<file path="config.mk">
export PLATFORM = sky130hd
export DESIGN_NAME = fp_div_seq
export DESIGN_NICKNAME = d
export VERILOG_FILES = /design/src/rtl/fp16_pkg.sv /design/src/rtl/fp16_norm_round.sv /design/src/rtl/fp_div_seq.sv
export SDC_FILE = /design/constraint.sdc
export NUM_CORES = 1
export LEC_CHECK = 0
export ABC_AREA = 1
export CAP_MARGIN = 20
export CORE_MARGIN = 8
export CORE_UTILIZATION = 56
export DETAILED_ROUTE_END_ITERATION = 12
export PLACE_DENSITY = 0.8
export SYNTH_ARGS = -nofsm -noshare
export SYNTH_HDL_FRONTEND = slang
export SYNTH_SLANG_ARGS = --single-unit
</file>
<file path="constraint.sdc">
create_clock -name clk -period 3.6 [get_ports clk]
set_clock_uncertainty 0.05 [all_clocks]
set_input_delay 0.54 -clock clk [delete_from_list [all_inputs] [get_ports clk]]
set_output_delay 0.54 -clock clk [all_outputs]
set_load 0.01 [all_outputs]
</file>
<file path="src/rtl/fp16_pkg.sv">
// fp16_pkg: shared half-precision format constants, divider states and operand struct
package fp16_pkg;
  localparam int EXP_W = 5;
  localparam int MAN_W = 10;
  localparam int BIAS = 15;
  localparam int EXP_MAX = 31;
  localparam int DIV_CYC = MAN_W + 4;
  localparam logic [MAN_W-1:0] QNAN_MAN = 10'h200;
  typedef enum logic [1:0] {IDLE, DIV, ROUND, DONE} div_state_t;
  typedef struct packed {
    logic             sign;
    logic [EXP_W-1:0] exp;
    logic [MAN_W-1:0] man;
  } fp16_t;
endpackage

</file>
<file path="src/rtl/fp16_norm_round.sv">
// fp16_norm_round: combinational normalize, round-to-nearest-even and range clamp
// Takes a 14-bit quotient with weight 2^0 at the MSB plus a sticky remainder flag.
module fp16_norm_round
  import fp16_pkg::*;
(
  input  logic [MAN_W+3:0]   i_q,
  input  logic               i_rem_nz,
  input  logic signed [6:0]  i_exp,
  output logic [EXP_W-1:0]   o_exp,
  output logic [MAN_W-1:0]   o_man,
  output logic               o_ovf,
  output logic               o_unf
);
  logic [MAN_W+3:0] w_qn;
  logic signed [6:0] w_en;
  logic signed [6:0] w_er;
  logic [MAN_W:0] w_mr;
  logic w_inc;
  always_comb begin
    w_qn = i_q[MAN_W+3] ? i_q : i_q << 1;
    w_en = i_q[MAN_W+3] ? i_exp : i_exp - 7'sd1;
    w_inc = w_qn[2] & (w_qn[1] | w_qn[0] | i_rem_nz | w_qn[3]);
    w_mr = {1'b0, w_qn[MAN_W+2:3]} + {{MAN_W{1'b0}}, w_inc};
    w_er = w_mr[MAN_W] ? w_en + 7'sd1 : w_en;
    o_ovf = w_er >= $signed(7'(EXP_MAX));
    o_unf = w_er <= 7'sd0;
    o_exp = o_ovf ? EXP_W'(EXP_MAX) : o_unf ? '0 : w_er[EXP_W-1:0];
    o_man = (o_ovf | o_unf) ? '0 : w_mr[MAN_W-1:0];
  end
endmodule

</file>
<file path="src/rtl/fp_div_seq.sv">
// fp_div_seq: iterative radix-2 restoring half-precision divider with valid/ready handshakes
// FP_DIV_EARLY_OUT_EN: special operands bypass DIV/ROUND and complete one cycle after accept.
module fp_div_seq
  import fp16_pkg::*;
(
  input  logic             clk,
  input  logic             rst,
  input  logic             in_valid,
  output logic             in_ready,
  input  logic             a_sign,
  input  logic [EXP_W-1:0] a_exp,
  input  logic [MAN_W-1:0] a_man,
  input  logic             b_sign,
  input  logic [EXP_W-1:0] b_exp,
  input  logic [MAN_W-1:0] b_man,
  output logic             out_valid,
  input  logic             out_ready,
  output logic             q_sign,
  output logic [EXP_W-1:0] q_exp,
  output logic [MAN_W-1:0] q_man,
  output logic             flag_dbz,
  output logic             flag_ovf,
  output logic             flag_unf,
  output logic             flag_nv
);
`ifdef FP_DIV_EARLY_OUT_EN
  localparam logic EARLY_OUT = 1'b1;
`else
  localparam logic EARLY_OUT = 1'b0;
`endif
  div_state_t r_state, w_next;
  logic [3:0] r_cnt;
  logic [MAN_W+1:0] r_rem;
  logic [MAN_W:0] r_mb;
  logic [MAN_W+3:0] r_q;
  logic signed [6:0] r_exp;
  logic r_sign, r_spec;
  fp16_t r_spec_res, r_res, w_spec_res;
  logic [3:0] r_spec_flags, r_flags;
  logic w_a_zero, w_a_inf, w_a_nan, w_b_zero, w_b_inf, w_b_nan;
  logic w_nv, w_dbz, w_inf, w_zero, w_spec, w_acc, w_ge;
  logic [EXP_W-1:0] w_nr_exp;
  logic [MAN_W-1:0] w_nr_man;
  logic w_nr_ovf, w_nr_unf;
  assign w_a_zero = a_exp == '0;
  assign w_a_inf = a_exp == EXP_W'(EXP_MAX) && a_man == '0;
  assign w_a_nan = a_exp == EXP_W'(EXP_MAX) && a_man != '0;
  assign w_b_zero = b_exp == '0;
  assign w_b_inf = b_exp == EXP_W'(EXP_MAX) && b_man == '0;
  assign w_b_nan = b_exp == EXP_W'(EXP_MAX) && b_man != '0;
  // Special-case priority: invalid, divide-by-zero, infinite quotient, zero quotient.
  assign w_nv = w_a_nan | w_b_nan | (w_a_zero & w_b_zero) | (w_a_inf & w_b_inf);
  assign w_dbz = ~w_nv & w_b_zero & ~w_a_zero & ~w_a_inf;
  assign w_inf = w_dbz | (~w_nv & w_a_inf);
  assign w_zero = ~w_nv & ~w_inf & (w_b_inf | w_a_zero);
  assign w_spec = w_nv | w_inf | w_zero;
  assign w_spec_res = '{sign: a_sign ^ b_sign,
                        exp:  (w_nv | w_inf) ? EXP_W'(EXP_MAX) : '0,
                        man:  w_nv ? QNAN_MAN : '0};
  assign w_acc = in_valid & (r_state == IDLE);
  assign w_ge = r_rem >= {1'b0, r_mb};
  always_comb begin
    w_next = r_state;
    unique case (r_state)
      IDLE:  w_next = !in_valid ? IDLE : (EARLY_OUT && w_spec) ? DONE : DIV;
      DIV:   w_next = (r_cnt == 4'(DIV_CYC - 1)) ? ROUND : DIV;
      ROUND: w_next = DONE;
      DONE:  w_next = out_ready ? IDLE : DONE;
    endcase
  end
  always_ff @(posedge clk) begin
    if (rst) begin
      r_state <= IDLE;
      r_res <= '0;
      r_flags <= '0;
    end else begin
      r_state <= w_next;
      if (w_acc) begin
        r_rem <= {1'b0, 1'b1, a_man};
        r_mb <= {1'b1, b_man};
        r_q <= '0;
        r_cnt <= '0;
        r_exp <= 7'(a_exp) - 7'(b_exp) + 7'(BIAS);
        r_sign <= a_sign ^ b_sign;
        r_spec <= w_spec;
        r_spec_res <= w_spec_res;
        r_spec_flags <= {w_dbz, 2'b00, w_nv};
        r_flags <= (EARLY_OUT && w_spec) ? {w_dbz, 2'b00, w_nv} : '0;
        if (EARLY_OUT && w_spec) r_res <= w_spec_res;
      end
      if (r_state == DIV) begin
        r_q <= {r_q[MAN_W+2:0], w_ge};
        r_rem <= (w_ge ? r_rem - {1'b0, r_mb} : r_rem) << 1;
        r_cnt <= r_cnt + 4'd1;
      end
      if (r_state == ROUND) begin
        r_res <= r_spec ? r_spec_res : '{sign: r_sign, exp: w_nr_exp, man: w_nr_man};
        r_flags <= r_spec ? r_spec_flags : {1'b0, w_nr_ovf, w_nr_unf, 1'b0};
      end
    end
  end
  fp16_norm_round u_nr (
    .i_q      (r_q),
    .i_rem_nz (|r_rem),
    .i_exp    (r_exp),
    .o_exp    (w_nr_exp),
    .o_man    (w_nr_man),
    .o_ovf    (w_nr_ovf),
    .o_unf    (w_nr_unf)
  );
  assign in_ready = r_state == IDLE;
  assign out_valid = r_state == DONE;
  assign q_sign = r_res.sign;
  assign q_exp = r_res.exp;
  assign q_man = r_res.man;
  assign {flag_dbz, flag_ovf, flag_unf, flag_nv} = r_flags;
endmodule

</file>
Word-level counts from Yosys, hierarchy flattened
Cells that the tools add are included.
- add/subtract/negate cells: 7
- bitwise operators: 27
- multiplexer cells: 22
- magnitude comparators: 3
- equality and inequality tests: 6
- reductions and logical operators: 16
- operators by type and width (cell ; count):
    two-way mux 14 bit ; 2
    two-way mux 12 bit ; 2
    logical NOT 10 bit ; 2
    two-way mux 10 bit ; 2
    nonzero test 10 bit ; 2
    two-way mux 4 bit ; 4
    two-way mux 15 bit ; 1
    two-way mux 5 bit ; 3
    two-way mux 7 bit ; 2
    two-way mux 13 bit ; 1
    greater-or-equal comparator 12 x 11 -> 1 bit ; 1
    OR reduction 12 bit ; 1
    adder 10 x 1 -> 11 bit ; 1
    two-way mux 11 bit ; 1
    bitwise OR 1 bit ; 11
    subtractor 11 bit ; 1
    bitwise AND 1 bit ; 10
    equality test 5 bit (second input constant) ; 2
    logical NOT 5 bit ; 2
    case mux 2 bit (4 select lines) ; 1
    adder 6 x 5 -> 7 bit (second input constant) ; 1
    adder 7 x 2 -> 7 bit (second input constant) ; 1
    greater-or-equal comparator 7 x 6 -> 1 bit (second input constant) ; 1
    <= comparator 7 x 1 -> 1 bit (second input constant) ; 1
    14 further kinds ; 25
- input bits: 36
- register bits after elaboration: 88
- word-level logic and storage cells: 97
- output and inout bits: 22

Logic depth before layout (Yosys ltp)
Gate-level depths: netlist of run 1.
- depth after elaboration: 14
- depth in mapped cells: 18
- mapped depth without buffers: 18

Cells and area by module
From an unflattened synthesis of run 1, not the netlist that was laid out.
- cell total of the unflattened synthesis: 646
- area, all modules: 4939.7 µm²
- modules (own cells, without submodules) (module ; cells each ; sequential area each (µm²) ; area an instance (µm²) ; instances):
    fp_div_seq ; 465 ; 2001.9 ; 4002.6 ; 1
    fp16_norm_round ; 181 ; 0.0 ; 937.1 ; 1

Worst setup path before layout of run 1
Ideal clock, no wire load.
- kind: register -> register
- from: register r_state[0]
- to: register r_cnt[0] (enable)
- library setup time: 0.427 ns
- data arrival time: 2.641 ns
- buffers on the path: 1
- path slack: 0.482 ns
- period minus slack after synthesis: 3.118 ns
- stages on the path, launching flop included: 6
- path through: dfxtp_1 -> inv_1 -> nor2_1 -> clkinv_1 -> clkbuf_1 -> a21oi_1
- longest elaborated chain between the ends: 4
- elaborated cells between the ends (all ways): 5
- classes of those cells: 1 x eq/ne; 1 x bitwise; 3 x reduce/logical
- RTL lines (element ; line ; source):
    start: declaration ; fp_div_seq.sv:31 ; div_state_t r_state, w_next;
    start signal: assignment ; fp_div_seq.sv:77 ; r_state <= w_next;
    logical NOT 2 bit ; fp_div_seq.sv:60 ; assign w_acc = in_valid & (r_state == IDLE);
    bitwise AND 1 bit ; fp_div_seq.sv:60 ;
    nonzero test 2 bit (no line) * ; n/a ;
    AND reduction 2 bit (no line) * ; n/a ;
    end signal: assignment ; fp_div_seq.sv:94 ; r_cnt <= r_cnt + 4'd1;
    end: declaration ; fp_div_seq.sv:32 ; logic [3:0] r_cnt;
Every way passes the cells marked *; elsewhere a longest branch is shown, timed or not.
A chain may end at the register's enable or synchronous reset.

Final worst setup path of run 1
- from: register r_q[13]
- to: register r_res, in the netlist q_exp[0]
- longest elaborated chain between the ends: 11
- elaborated cells between the ends (all ways): 14
- classes of those cells: 2 x add/sub; 2 x order compare; 6 x mux; 4 x bitwise
- RTL lines (element ; line ; source):
    start: declaration ; fp_div_seq.sv:35 ; logic [MAN_W+3:0] r_q;
    start signal: assignment ; fp_div_seq.sv:92 ; r_q <= {r_q[MAN_W+2:0], w_ge};
    two-way mux 13 bit ; fp16_norm_round.sv:20 ; w_qn = i_q[MAN_W+3] ? i_q : i_q << 1;
    bitwise OR 1 bit (3 in a row) ; fp16_norm_round.sv:22 ; w_inc = w_qn[2] & (w_qn[1] | w_qn[0] | i_rem_nz | w_qn[3]);
    bitwise AND 1 bit ; fp16_norm_round.sv:22 ;
    adder 10 x 1 -> 11 bit ; fp16_norm_round.sv:23 ; w_mr = {1'b0, w_qn[MAN_W+2:3]} + {{MAN_W{1'b0}}, w_inc};
    two-way mux 7 bit * ; fp16_norm_round.sv:24 ; w_er = w_mr[MAN_W] ? w_en + 7'sd1 : w_en;
    <= comparator 7 x 1 -> 1 bit ; fp16_norm_round.sv:26 ; o_unf = w_er <= 7'sd0;
    two-way mux 5 bit ; fp16_norm_round.sv:27 ; o_exp = o_ovf ? EXP_W'(EXP_MAX) : o_unf ? '0 : w_er[EXP_W-1:0];
    two-way mux 5 bit * ; fp16_norm_round.sv:27 ;
    two-way mux 15 bit * ; fp_div_seq.sv:97 ; r_res <= r_spec ? r_spec_res : '{sign: r_sign, exp: w_nr_exp, man: w_nr_man};
    end signal: assignment ; fp_div_seq.sv:89 ; if (EARLY_OUT && w_spec) r_res <= w_spec_res;
    end signal: assignment ; fp_div_seq.sv:97 ;
    end: declaration ; fp_div_seq.sv:38 ; fp16_t r_spec_res, r_res, w_spec_res;
Marks and branches as above.

==> results of run 1 <==
[power groups by stage]
stage               registers (mW)  clock network (mW)  logic (mW)
global route                  1.02               0.692       0.509
global placement              1.03                   0       0.428
detailed placement            1.03                   0       0.443
floorplan                     1.02                   0       0.321
CTS                           1.01               0.656       0.449
finish                        1.01               0.652       0.452
[flip-flops by register name (all words and copies together) (netlist names)]
name and count:
r_q 14, r_rem 12, q_man 10, r_mb 10
r_exp 7, q_exp 5, r_cnt 4, r_flags 4
r_spec_flags 2, r_spec_res 2, r_state 2, q_sign 1
r_spec 1
[cell usage in the layout (no fill, tap or decap), types with 3 or more instances in the layout]
master	count
ha_1	22
nor2_2	5
buf_4	4
nor2_4	3
xor2_1	12
o21ai_0	30
edfxtp_1	52
nor4_1	8
clkbuf_8	9
inv_1	96
nand3_1	28
xnor2_1	11
nand2_2	10
nor2_1	57
a31oi_1	3
a21oi_1	41
clkdlybuf4s50_1	57
dfxtp_1	22
nand2_1	125
nand4_1	20
[cells by family (layout without fill, tap and decap cells)]
kind of cell,after synthesis,count (layout),share of synthesized area (%)
AND/OR/NAND/NOR,265,265,26.3
buffers and inverters,109,175,9.28
AO/OA/AOI/OAI,89,89,10.4
flip-flops,74,74,42.9
adder cells (fa/ha/maj),24,24,6.76
XOR/XNOR,23,23,4.32
[stage by stage]
step,cells,utilization (%),worst slack [ns]
6_report,755,68.0,0.478
5_1_grt,755,68.0,0.0380
4_1_cts,755,68.0,0.514
3_5_place_dp,739,65.6,0.566
3_3_place_gp,739,65.6,0.713
2_1_floorplan,584,-,0.482
[routing by layer]
metal  routed length, um  vias up  global-route usage, %
met5                   0        -                      0
met2                5260      144                   33.7
li1                    -     2048                      -
met3                 752       25                   3.95
met1                4310     1831                   23.0
met4                 278        0                   7.94
[worst reg2reg max path, stage by stage (launching register included)]
cell and delay, ns:
edfxtp_1 0.69, o21ai_0 0.38, nor4_1 0.09, a31oi_1 0.18, ha_1 0.18, ha_1 0.31
inv_1 0.14, nor2_2 0.17, nand2_1 0.06, nand2_1 0.08, nand3_1 0.09, nor2_1 0.13
nand2_2 0.17, nand3b_1 0.13, nand3_1 0.07, nand2_1 0.07, inv_1 0.04
[final timing paths]
| kind | from | endpoint |
|---|---|---|
| max | r_q[13]$_SDFFCE_PN0P_ | q_exp[0]$_SDFFE_PP0P_ |
| min | q_man[8]$_SDFFE_PP0P_ | q_man[8]$_SDFFE_PP0P_ |
| max reg2reg | r_q[13]$_SDFFCE_PN0P_ | q_exp[0]$_SDFFE_PP0P_ |
| min reg2reg | q_man[8]$_SDFFE_PP0P_ | q_man[8]$_SDFFE_PP0P_ |
[cell type report]
cell class                 count  share of cell area, %
sequential                    74                   36.2
clock buffer                  10                   2.31
multi-input combinational    401                   40.4
inverter                      98                   6.65
tap                          105                   2.38
timing repair buffer          61                   10.9
clock inverter                 6                   1.22
==> results.cfg, run 1 <==
[placed_design]
hpwl_mm = 8.15
place_area_um2 = 5340
gp_congestion = 0.899
port_buffers = 57

[yosys]
synth_edf_count = 52
synth_cell_types = 40
synth_cells = 584
syn_area_um2 = 4660
synthArstFlopShare_pct = 0
yosysWarnings = 0
synth_largest_area_cell = edfxtp_1
ys_top_cells_by_area = edfxtp_1, nand2_1, dfxtp_1
synth-seq-cells = 74
synth_common_cells = nand2_1, inv_1, nor2_1
synth_top_flop_cell = edfxtp_1
yosysMostFrequentCell = nand2_1
synth_top_area_share_pct = 33.5
yosysSeqAreaShare_pct = 42.9
synth_nets = 644
syn_area_per_cell_um2 = 7.98

[power]
ir_drop_mv = 0.209
p_seq_share_pct = 47.9
p_int_mw = 1.47
pwr-share-comb_pct = 21.3
power.density_nw_per_um2 = 383
switchingPower_mw = 0.647
swShare_pct = 30.6
total_power_mw = 2.12
cellLeakagePower_nw = 2.43
clockPowerShare_pct = 30.8

[min_path]
holdPathStages = 2
min_path_type = register to register

[routing]
drt-total-wl_mm = 10.6
wl_per_cell_um = 14.0
via_count = 4048
drc = 0
routed_via_density = 5.36
drtPass1Iterations = 5
ant_nets = 0
first_iter_violations = 224

[critical_path]
path_cells = o21ai_0 > nor4_1 > a31oi_1 > ha_1 > ha_1 > inv_1 > nor2_2 > nand2_1 > nand2_1 > nand3_1 > nor2_1 > nand2_2 > nand3b_1 > nand3_1 > nand2_1 > inv_1
crit_path_start_kind = register
cp_max_fo = 23
worstPathArrival_ns = 3.33
slowest_stage = edfxtp_1
path_class = register to register
crit_cells = 16
critical-path-max-stage-delay_ns = 0.69
path_delay_family = simple AND/OR/NAND/NOR gates
rrSetupSlack_ns = 0.48
cp_common_cell = nand2_1
path_buf_inv = 2
reg2reg_depth = 16
end_kind = register
worstPathRequired_ns = 3.81

[sta]
drv_slew = 0
max_slew.worst_pin.slew_ns = 0.822
hold_ws_ns = 0.415
period_minus_slack_ns = 3.12
setup_tns_ns = 0
finalHoldViolations = 0
grt_setup_unrepaired = no
fmax_mhz = 320
slew_headroom_pct = 45.1
setup_violations = 0
fin_crit_sh_pct = 86.7

[die]
die_w_um = 107
row_count = 33
coreArea_um2 = 8130
start_util_pct = 57.3
fp.dieH_um = 107
die_area_um2 = 11500
ioPinCount = 58

[clock_tree]
clk_latency_ns = 0.36
cts_max_path_buffers = 2
root_buffer = clkbuf_8
cts_tree = built
h-tree-depth = 3
postCtsSetupBuffers = 0
postCtsHoldBufs = 0
clk_pin_slew_ns = 0.08
postCtsResizedCells = 0
clock-sinks = 74
cts-buffers-inserted = 9

[final_layout]
register_area_um2 = 2000
nNetsFinal = 705
nFillCells = 656
fin_area_um2 = 5530
drive_gt1_share_pct = 7.23
diodes = 0
syn_to_final_growth_pct = 18.6
multi_input_area_um2 = 2230

[run]
maxCapViolations = 0

[global_route]
gr-total-overflow = 0
grt_antenna_before_repair = 0
grt_max_degree = 35
grtUsageTotal_pct = 19.5
grt_pass1_wl_mm = 18.1
grt_pass1_vias = 3978

[outcome]
outcome = complete, no violations
(Power assumes the default switching activity.)
==> inputs of run 2 (changes only) <==
--- a/config.mk
+++ b/config.mk
@@ -10,7 +10,7 @@
 export CORE_MARGIN = 8
 export CORE_UTILIZATION = 56
 export DETAILED_ROUTE_END_ITERATION = 12
-export PLACE_DENSITY = 0.8
+export PLACE_DENSITY = 0.88
 export SYNTH_ARGS = -nofsm -noshare
 export SYNTH_HDL_FRONTEND = slang
 export SYNTH_SLANG_ARGS = --single-unit
==> run 2 against run 1 <==
Compared with the run above:
- combinational power is essentially flat
- sequential cell count unchanged
- largest cell class unchanged
- non-clock buffer count increased by 1
- maximum frequency down 0.15%
- global-route usage shrank 0.053 points
- hold slack gained 0.0051 ns
- critical path type unchanged
- wire length is 1.1% higher
- sequential share of layout area barely moved
- total power is 1.4% lower
- die area stayed put
==> results.cfg, run 2 (synthesis gave the netlist of run 1 again) <==
[placed_design]
hpwl_mm = 8.15
pre_cts_slack_ns = 0.452
gp_congestion = 0.973
port_buffers = 57
place_area_um2 = 5340

[final_layout]
fin_util_pct = 68.0
regMostFlops = r_q
final_cell_mix = nand2_1, inv_1, nor2_1, clkdlybuf4s50_1, edfxtp_1
layout_commonest_cell = nand2_1
fin_area_um2 = 5530
diodes = 0
syn_to_final_growth_pct = 18.5
reg_top3 = r_q (14), r_rem (12)
drive_gt1_share_pct = 7.07
nFillCells = 651
nNetsFinal = 706
multi_input_area_um2 = 2230
register_area_um2 = 2000
largest_register_ffs = 14

[routing]
drc = 0
ant_nets = 0
first_iter_violations = 302
routed_via_density = 5.40
drtPass1Iterations = 5
via_count = 4085
wl_per_cell_um = 14.2
drt-total-wl_mm = 10.7

[outcome]
outcome = complete, no violations

[clock_tree]
h-tree-depth = 3
root_buffer = clkbuf_8
cts-buffers-inserted = 9
clock-sinks = 74
clk_latency_ns = 0.35
postCtsHoldBufs = 0
cts_max_path_buffers = 2
cts_tree = built
clk_pin_slew_ns = 0.08
postCtsResizedCells = 0
postCtsSetupBuffers = 0

[die]
start_util_pct = 57.3
ioPinCount = 58
row_count = 33
coreArea_um2 = 8130
die_w_um = 107
fp.dieH_um = 107
die_area_um2 = 11500

[sta]
finalHoldViolations = 0
period_minus_slack_ns = 3.13
setup_tns_ns = 0
grt_setup_unrepaired = no
max_slew.worst_pin.slew_ns = 0.906
drv_slew = 0
fmax_mhz = 320
fin_crit_sh_pct = 86.8
setup_violations = 0
slew_headroom_pct = 39.0
setup_slack_ns = 0.473

[global_route]
grt_pass1_vias = 3944
grt_antenna_before_repair = 0
grtUsageTotal_pct = 19.4
gr-total-overflow = 0
grt_pass1_wl_mm = 18.0
grt_max_degree = 36

[critical_path]
critical-path-max-stage-delay_ns = 0.59
r2r-start = r_q[13]$_SDFFCE_PN0P_
rrSetupSlack_ns = 0.47
path_cells = o21ai_0 > nor4_1 > a31oi_1 > ha_1 > ha_1 > inv_1 > nor2_2 > nand2_1 > nand2_1 > nand3_1 > nor2_1 > nand2_2 > nand3b_1 > nand3_1 > nand2_1 > inv_1
cp_common_cell = nand2_1
path_class = register to register
cp_max_fo = 13
cp-startpoint = r_q[13]$_SDFFCE_PN0P_
endpoint = q_exp[0]$_SDFFE_PP0P_
reg2reg_depth = 16
crit_path_start_kind = register
end_kind = register
timing.rr.end = q_exp[0]$_SDFFE_PP0P_
worstPathRequired_ns = 3.80
slowest_stage = edfxtp_1
worstPathArrival_ns = 3.33

[power]
cellLeakagePower_nw = 2.44
switchingPower_mw = 0.627
p_seq_share_pct = 48.6
ir_drop_mv = 0.161
p_int_mw = 1.46
swShare_pct = 30.0
clockPowerShare_pct = 29.7
power.density_nw_per_um2 = 378
total_power_mw = 2.09
pwr-share-comb_pct = 21.7

[run]
maxCapViolations = 0

[min_path]
min_path_type = register to register
holdPathStages = 2
==> run 2: changes by cell type in the layout (fill, tap and decap cells not counted), sizes merged <==
cell      previous run  this run
clkinv               4         7
clkinvlp             2         0
==> run 2: layout make-up <==
cell class / instances / area share [%]
clock buffers: 9 / 2.24
clock inverters: 7 / 1.09
multi-input cells: 401 / 40.4
flip-flops and latches: 74 / 36.2
inverters: 98 / 6.65
repair buffers: 62 / 11.0
well taps: 105 / 2.38
==> run 2: power by group through the flow <==
stage	clock, mW	sequential, mW	combinational, mW
6_report	0.620	1.01	0.454
5_1_grt	0.656	1.02	0.513
4_1_cts	0.627	1.01	0.447
3_5_place_dp	0	1.03	0.444
3_3_place_gp	0	1.03	0.428
2_1_floorplan	0	1.02	0.321
==> run 2: through the flow <==
| step | hold slack, ns | std cells |
|---|---|---|
| floorplan | 0.419 | 584 |
| global placement | 0.405 | 739 |
| detailed placement | 0.407 | 739 |
| CTS | 0.418 | 755 |
| global route | 0.439 | 756 |
| finish | 0.420 | 756 |
==> run 2: worst min path at each step <==
stage | from | to | slack [ns]
final | q_man[3]$_SDFFE_PP0P_ | q_man[3]$_SDFFE_PP0P_ | 0.42
after global routing | q_man[3]$_SDFFE_PP0P_ | q_man[3]$_SDFFE_PP0P_ | 0.44
after CTS | q_man[3]$_SDFFE_PP0P_ | q_man[3]$_SDFFE_PP0P_ | 0.42
after detailed placement | q_man[3]$_SDFFE_PP0P_ | q_man[3]$_SDFFE_PP0P_ | 0.41
after global placement | q_man[6]$_SDFFE_PP0P_ | q_man[6]$_SDFFE_PP0P_ | 0.40
after floorplan | r_spec_res[15]$_DFFE_PP_ | q_sign$_SDFFE_PP0P_ | 0.42
==> run 2: routing by layer <==
layer  global-route usage, %  up-vias  share of wire [%]
met5                       0        -                  0
met4                    9.75        0                2.7
met3                    3.11       26                6.6
met2                    32.7      152                 48
met1                    23.4     1847                 42
li1                        -     2060                  -
==> run 2: critical path, delay by kind of cell (launching register included) <==
kind	cells	cell delay [ns]
buffers and inverters	2	0.19
adders and majority gates	2	0.52
AOI/OAI and AO/OA	2	0.54
DFF	1	0.59
and+or+nand+nor	10	1.14
